<file path="src/rtl/datapath_pkg.sv">
// Shared datapath definitions: mode encodings and select-width derivation
// used by the stream multiplexer and its rotating priority finder.
package datapath_pkg;

  localparam logic MODE_SEL = 1'b0;
  localparam logic MODE_RR  = 1'b1;

  // Ceiling log2 of a positive integer; clog2(1) = 0.
  function automatic int clog2(input int value);
    int result;
    int remain;
    result = 0;
    remain = value - 1;
    while (remain > 0) begin
      result = result + 1;
      remain = remain >> 1;
    end
    return result;
  endfunction

  // Channel-index width: never narrower than one bit.
  function automatic int sel_width(input int num_inputs);
    int w;
    w = clog2(num_inputs);
    if (w < 1) begin
      w = 1;
    end else begin
      w = w;
    end
    return w;
  endfunction

endpackage

</file>
<file path="src/rtl/stream_mux_nx1_rr_pick.sv">
// Rotating priority finder: searches the request vector starting one slot
// past ptr (wrapping modulo N) and reports the first requester found.
module rr_pick #(
  parameter int N  = 4,
  parameter int PW = 2
) (
  input  logic [N-1:0]  req,
  input  logic [PW-1:0] ptr,
  output logic          grant_valid,
  output logic [PW-1:0] grant_idx
);

  logic [PW-1:0] cand_s;

  // First requesting channel after ptr in circular order.
  always_comb begin
    grant_valid = 1'b0;
    grant_idx   = '0;
    cand_s      = '0;
    for (int k = 1; k <= N; k++) begin
      cand_s = PW'((int'(ptr) + k) % N);
      if (!grant_valid && req[cand_s]) begin
        grant_valid = 1'b1;
        grant_idx   = cand_s;
      end else begin
        grant_idx   = grant_idx;
      end
    end
  end

endmodule

</file>
<file path="src/rtl/stream_mux_nx1.sv">
// N-input valid/ready stream multiplexer with one registered output stage.
// Grant comes from either an explicit channel select or a round-robin
// search that resumes after the most recently served channel.
module stream_mux_nx1
  import datapath_pkg::*;
#(
  parameter  int DATAWIDTH  = 8,
  parameter  int NUM_INPUTS = 4,
  localparam int SELW       = sel_width(NUM_INPUTS)
) (
  input  logic                            Clk,
  input  logic                            Rst,
  input  logic [NUM_INPUTS*DATAWIDTH-1:0] in_data,
  input  logic [NUM_INPUTS-1:0]           in_valid,
  output logic [NUM_INPUTS-1:0]           in_ready,
  input  logic                            mode,
  input  logic [SELW-1:0]                 sel,
  output logic [DATAWIDTH-1:0]            out_data,
  output logic [SELW-1:0]                 out_src,
  output logic                            out_valid,
  input  logic                            out_ready
);

  logic [DATAWIDTH-1:0] out_data_q, out_data_d;
  logic [SELW-1:0]      out_src_q, out_src_d;
  logic                 out_valid_q, out_valid_d;
  logic [SELW-1:0]      ptr_q, ptr_d;

  logic                 rr_valid_s;
  logic [SELW-1:0]      rr_idx_s;
  logic                 sel_valid_s;
  logic                 grant_valid_s;
  logic [SELW-1:0]      grant_idx_s;
  logic                 load_s;
  logic [DATAWIDTH-1:0] grant_data_s;

  rr_pick #(
    .N  (NUM_INPUTS),
    .PW (SELW)
  ) u_rr_pick (
    .req         (in_valid),
    .ptr         (ptr_q),
    .grant_valid (rr_valid_s),
    .grant_idx   (rr_idx_s)
  );

  // Explicit-select request: an out-of-range sel matches no channel.
  always_comb begin
    sel_valid_s = 1'b0;
    for (int i = 0; i < NUM_INPUTS; i++) begin
      if (sel == SELW'(i)) begin
        sel_valid_s = in_valid[i];
      end else begin
        sel_valid_s = sel_valid_s;
      end
    end
  end

  // Grant choice by mode, and the load condition that allows pass-through
  // when the held word leaves in the same cycle.
  always_comb begin
    grant_valid_s = 1'b0;
    grant_idx_s   = '0;
    case (mode)
      MODE_SEL: begin
        grant_valid_s = sel_valid_s;
        grant_idx_s   = sel;
      end
      MODE_RR: begin
        grant_valid_s = rr_valid_s;
        grant_idx_s   = rr_idx_s;
      end
      default: begin
        grant_valid_s = 1'b0;
        grant_idx_s   = '0;
      end
    endcase
    load_s = !Rst && grant_valid_s && (!out_valid_q || out_ready);
  end

  // One-hot ready toward the granted producer; depends only on control.
  always_comb begin
    in_ready = '0;
    for (int i = 0; i < NUM_INPUTS; i++) begin
      in_ready[i] = load_s && (grant_idx_s == SELW'(i));
    end
  end

  // Data path mux for the granted channel.
  always_comb begin
    grant_data_s = '0;
    for (int i = 0; i < NUM_INPUTS; i++) begin
      if (grant_idx_s == SELW'(i)) begin
        grant_data_s = in_data[i*DATAWIDTH +: DATAWIDTH];
      end else begin
        grant_data_s = grant_data_s;
      end
    end
  end

  // Next output-stage state: load, drain on consume, or hold under stall.
  always_comb begin
    out_data_d  = out_data_q;
    out_src_d   = out_src_q;
    out_valid_d = out_valid_q;
    ptr_d       = ptr_q;
    if (load_s) begin
      out_data_d  = grant_data_s;
      out_src_d   = grant_idx_s;
      out_valid_d = 1'b1;
      ptr_d       = grant_idx_s;
    end else if (out_ready) begin
      out_valid_d = 1'b0;
    end else begin
      out_valid_d = out_valid_q;
    end
  end

  // Output register and round-robin pointer; reset points ptr at the last
  // channel so the first round-robin grant goes to channel 0.
  always_ff @(posedge Clk) begin
    if (Rst) begin
      out_data_q  <= '0;
      out_src_q   <= '0;
      out_valid_q <= 1'b0;
      ptr_q       <= SELW'(NUM_INPUTS - 1);
    end else begin
      out_data_q  <= out_data_d;
      out_src_q   <= out_src_d;
      out_valid_q <= out_valid_d;
      ptr_q       <= ptr_d;
    end
  end

  assign out_data  = out_data_q;
  assign out_src   = out_src_q;
  assign out_valid = out_valid_q;

endmodule
</file>
<file path="config.mk">
export PLATFORM = sky130hd
export DESIGN_NAME = stream_mux_nx1
export DESIGN_NICKNAME = d
export VERILOG_FILES = /design/src/rtl/datapath_pkg.sv /design/src/rtl/stream_mux_nx1_rr_pick.sv /design/src/rtl/stream_mux_nx1.sv
export SDC_FILE = /design/constraint.sdc
export NUM_CORES = 1
export LEC_CHECK = 0
export ABC_AREA = 1
export CAP_MARGIN = 20
export CORE_ASPECT_RATIO = 0.5
export CORE_MARGIN = 10
export CORE_UTILIZATION = 42
export CTS_CLUSTER_SIZE = 25
export DETAILED_ROUTE_END_ITERATION = 8
export PLACE_DENSITY = 0.89
export SETUP_SLACK_MARGIN = 0.2
export SLEW_MARGIN = 20
export SYNTH_ARGS = -nofsm -noshare
export SYNTH_HDL_FRONTEND = slang
export SYNTH_SLANG_ARGS = --single-unit
</file>
<file path="constraint.sdc">
create_clock -name Clk -period 2.85 [get_ports Clk]
set_input_delay 0.855 -clock Clk [delete_from_list [all_inputs] [get_ports Clk]]
set_output_delay 0.855 -clock Clk [all_outputs]
set_load 0.03 [all_outputs]
</file>
==> metrics.cfg <==
[detailed_routing]
wl_per_cell_um=17.17
drt_iter0_markers=80
drt.antenna.violating_nets=0
wl_um=5221
drc_errors=0
dr.pass1.iters=4
vias=1641
vias_per_cell=5.398

[yosys]
synthCells=190
syn_area_um2=1271
synthDistinctLibCells=33
syn_avg_cell_area_um2=6.691
synthMostInstantiatedCell=nand2_1
syn_nets=232
yosysTopAreaCellShare=0.2047
seq_area_frac_synth=0.2047
synth-edff-count=0
synth_area_leaders=dfxtp_1 (20%), nand2_1 (16%), nand3_1 (9.4%)
async_flop_share=0
yosys_most_used_dff=dfxtp_1
yosys_warnings=0
yosysTopAreaCell=dfxtp_1
synth_top_cells_by_count=nand2_1 (55), nand3_1 (24), inv_1 (15), dfxtp_1 (13)
synth-seq-cells=13

[setup_path]
critPathMaxStageDelay_ps=510
end_kind=output pin
cp_data_arrival_time_ps=2200
worst_path_most_repeated_cell=buf_6
timing.rr.start=ptr_q[1]$_SDFFE_PP1P_
crit_fanout=3
r2r_end=out_data[5]$_SDFFE_PP0P_
crit_path_start_kind=input port
reg2reg_slack_ps=540
critical_path_required_ps=2000
slowest_stage=clkdlybuf4s50_1
crit_type=in -> out
r2r_cells=15
path_cells=clkdlybuf4s50_1 > nor3_4 > buf_6 > nand2_8 > nor2_4 > buf_6

[die]
dieArea_um2=5761
io_pins=57
die_w_um=97.81
core_area_um2=2733
start_util=0.4652
row_count=13
die_h_um=58.90

[clock_network]
clk_pin_slew_ps=60
clock_sinks=13
cts_buffers=3
insertion_delay_ps=250
clockBufferDepth=2
htree_levels=1
cts_hold_buf=0
ctsRootBufferMaster=clkbuf_8
cts_tree=done

[hold_path]
hold_start=out_src[0]$_SDFFE_PP0P_
hold_class=reg -> reg
whs_path_depth=2
worstHoldEndpoint=out_src[0]$_SDFFE_PP0P_

[outcome]
status=finished with violations
violations=negative setup slack

[global_route]
grt_pass1_vias=1606
grt_overflow=0
grt_pass1_wl_um=8004
grt_max_degree=24
grt_util_all_layers=0.1686
grt_antenna_before_repair=0

[timing]
final.min_clock_period_ps=3055
relSlewSlack=0.7743
drv_slew=0
fin_hold_ws_ps=457.7
setup_viol=4
period_share=1.072
fmax_mhz=327.3
worst_slack_ps=-205.3
worstMarginPinSlew_ps=337.4
finalClockSkew_ps=4.271
finalHoldViolations=0
rsz0062_at_grt=true

[placement]
dpl.hpwl_um=3660
gp_congestion=0.8341
io_buffer_count=56

[finish]
final_util=0.8146
diodes=0
regArea_um2=260.3
multi_input_area_um2=1015
syn2layout_area_growth_pct=75.10
nFillCells=168
fin_nets=310
drive_gt1_frac=0.3895

[job]
drv_cap=0

[power_and_ir_drop]
finalPower_mw=1.034
ir_worst_vdd_mv=0.2670
p_leak_nw=0.9809
cellPowerDensity_nw_per_um2=464.7

[cell usage in the layout (no fill, tap or decap), types with 4 or more instances in the layout]
cell | synthesis | layout
nand2_1 | 55 | 38
nor2_1 | 9 | 5
inv_2 | 4 | 7
nand3_1 | 24 | 20
nand4_1 | 9 | 9
nand2_2 | 7 | 15
nor2_4 | 1 | 4
buf_6 | 2 | 7
inv_1 | 15 | 10
buf_4 | 3 | 24
dfxtp_1 | 13 | 13
nand3b_1 | 8 | 8
a21oi_2 | 7 | 8
nand3_2 | 3 | 7
a21oi_1 | 5 | 4
nand2_4 | 1 | 9
clkdlybuf4s50_1 | 0 | 45
[per-layer routing]
metal / part of all wire / vias up / GRT usage / routed length [um]
li1: - / 784 / - / -
met1: 0.38 / 770 / 0.1657 / 1998
met2: 0.54 / 73 / 0.3368 / 2808
met3: 0.049 / 14 / 0.03725 / 256
met4: 0.030 / 0 / 0.08230 / 158
met5: 0 / - / 0 / 0
[cell type report]
| cell class | instances | area share |
|---|---|---|
| multi-input cells | 147 | 0.4559 |
| flip-flops and latches | 13 | 0.1169 |
| inverters | 21 | 0.03879 |
| clock buffers | 4 | 0.02024 |
| repair buffers | 82 | 0.3474 |
| well taps | 37 | 0.02080 |
[report_power, final]
group	internal (mW)	switching (mW)	leakage (nW)	total, mW
sequential	0.204	0.0168	0.107	0.221
combinational	0.285	0.359	0.851	0.644
clock	0.0990	0.0708	0.0228	0.170
total	0.588	0.446	0.981	1.03
[cell families (layout without fill, tap and decap cells)]
kind of cell,count (synthesis),count (layout),synth area share
flops,13,13,0.2047
buf+inv,30,107,0.1250
compound gates,25,25,0.1732
simple gates,122,122,0.4971
[how the worst max path moves through the flow]
stage / start / endpoint / slack, ps / cells after the start
floorplan: in_valid[1] / in_ready[0] / -60 / 11
global placement: in_valid[0] / in_ready[1] / -570 / 13
detailed placement: in_valid[0] / in_ready[1] / -660 / 13
CTS: in_valid[3] / in_ready[2] / -150 / 13
global route: in_valid[2] / in_ready[1] / -230 / 13
finish: Rst / in_ready[1] / -210 / 6
[per-stage QoR]
step,setup TNS (ps),instances,instance area (um2),worst slack (ps)
5_1_grt,-823.4,304,2226,-234.6
3_3_place_gp,-2694,294,2044,-566.1
6_report,-717.7,304,2226,-205.3
4_1_cts,-591.2,303,2180,-154.9
3_5_place_dp,-3413,294,2044,-661.1
2_1_floorplan,-72.86,190,1383,-57.05
[critical path, delay by kind of cell]
family	cells	cell delay, ps
buffers and inverters	3	820
and+or+nand+nor	3	510
[registers in the layout (all words and copies together), names as in the netlist]
register,cells
out_data,8
out_src,2
ptr_q,2
out_valid,1
[what timing repair did]
| action | CTS | global route |
|---|---|---|
| pin swaps | 12 | 16 |
| resized for setup | 50 | 15 |
| buffers inserted | 5 | 1 |
| endpoints found under the setup margin | 12 | 4 |
| endpoints found under the hold margin | 0 | 0 |
Power figures use the tool's default switching activity.
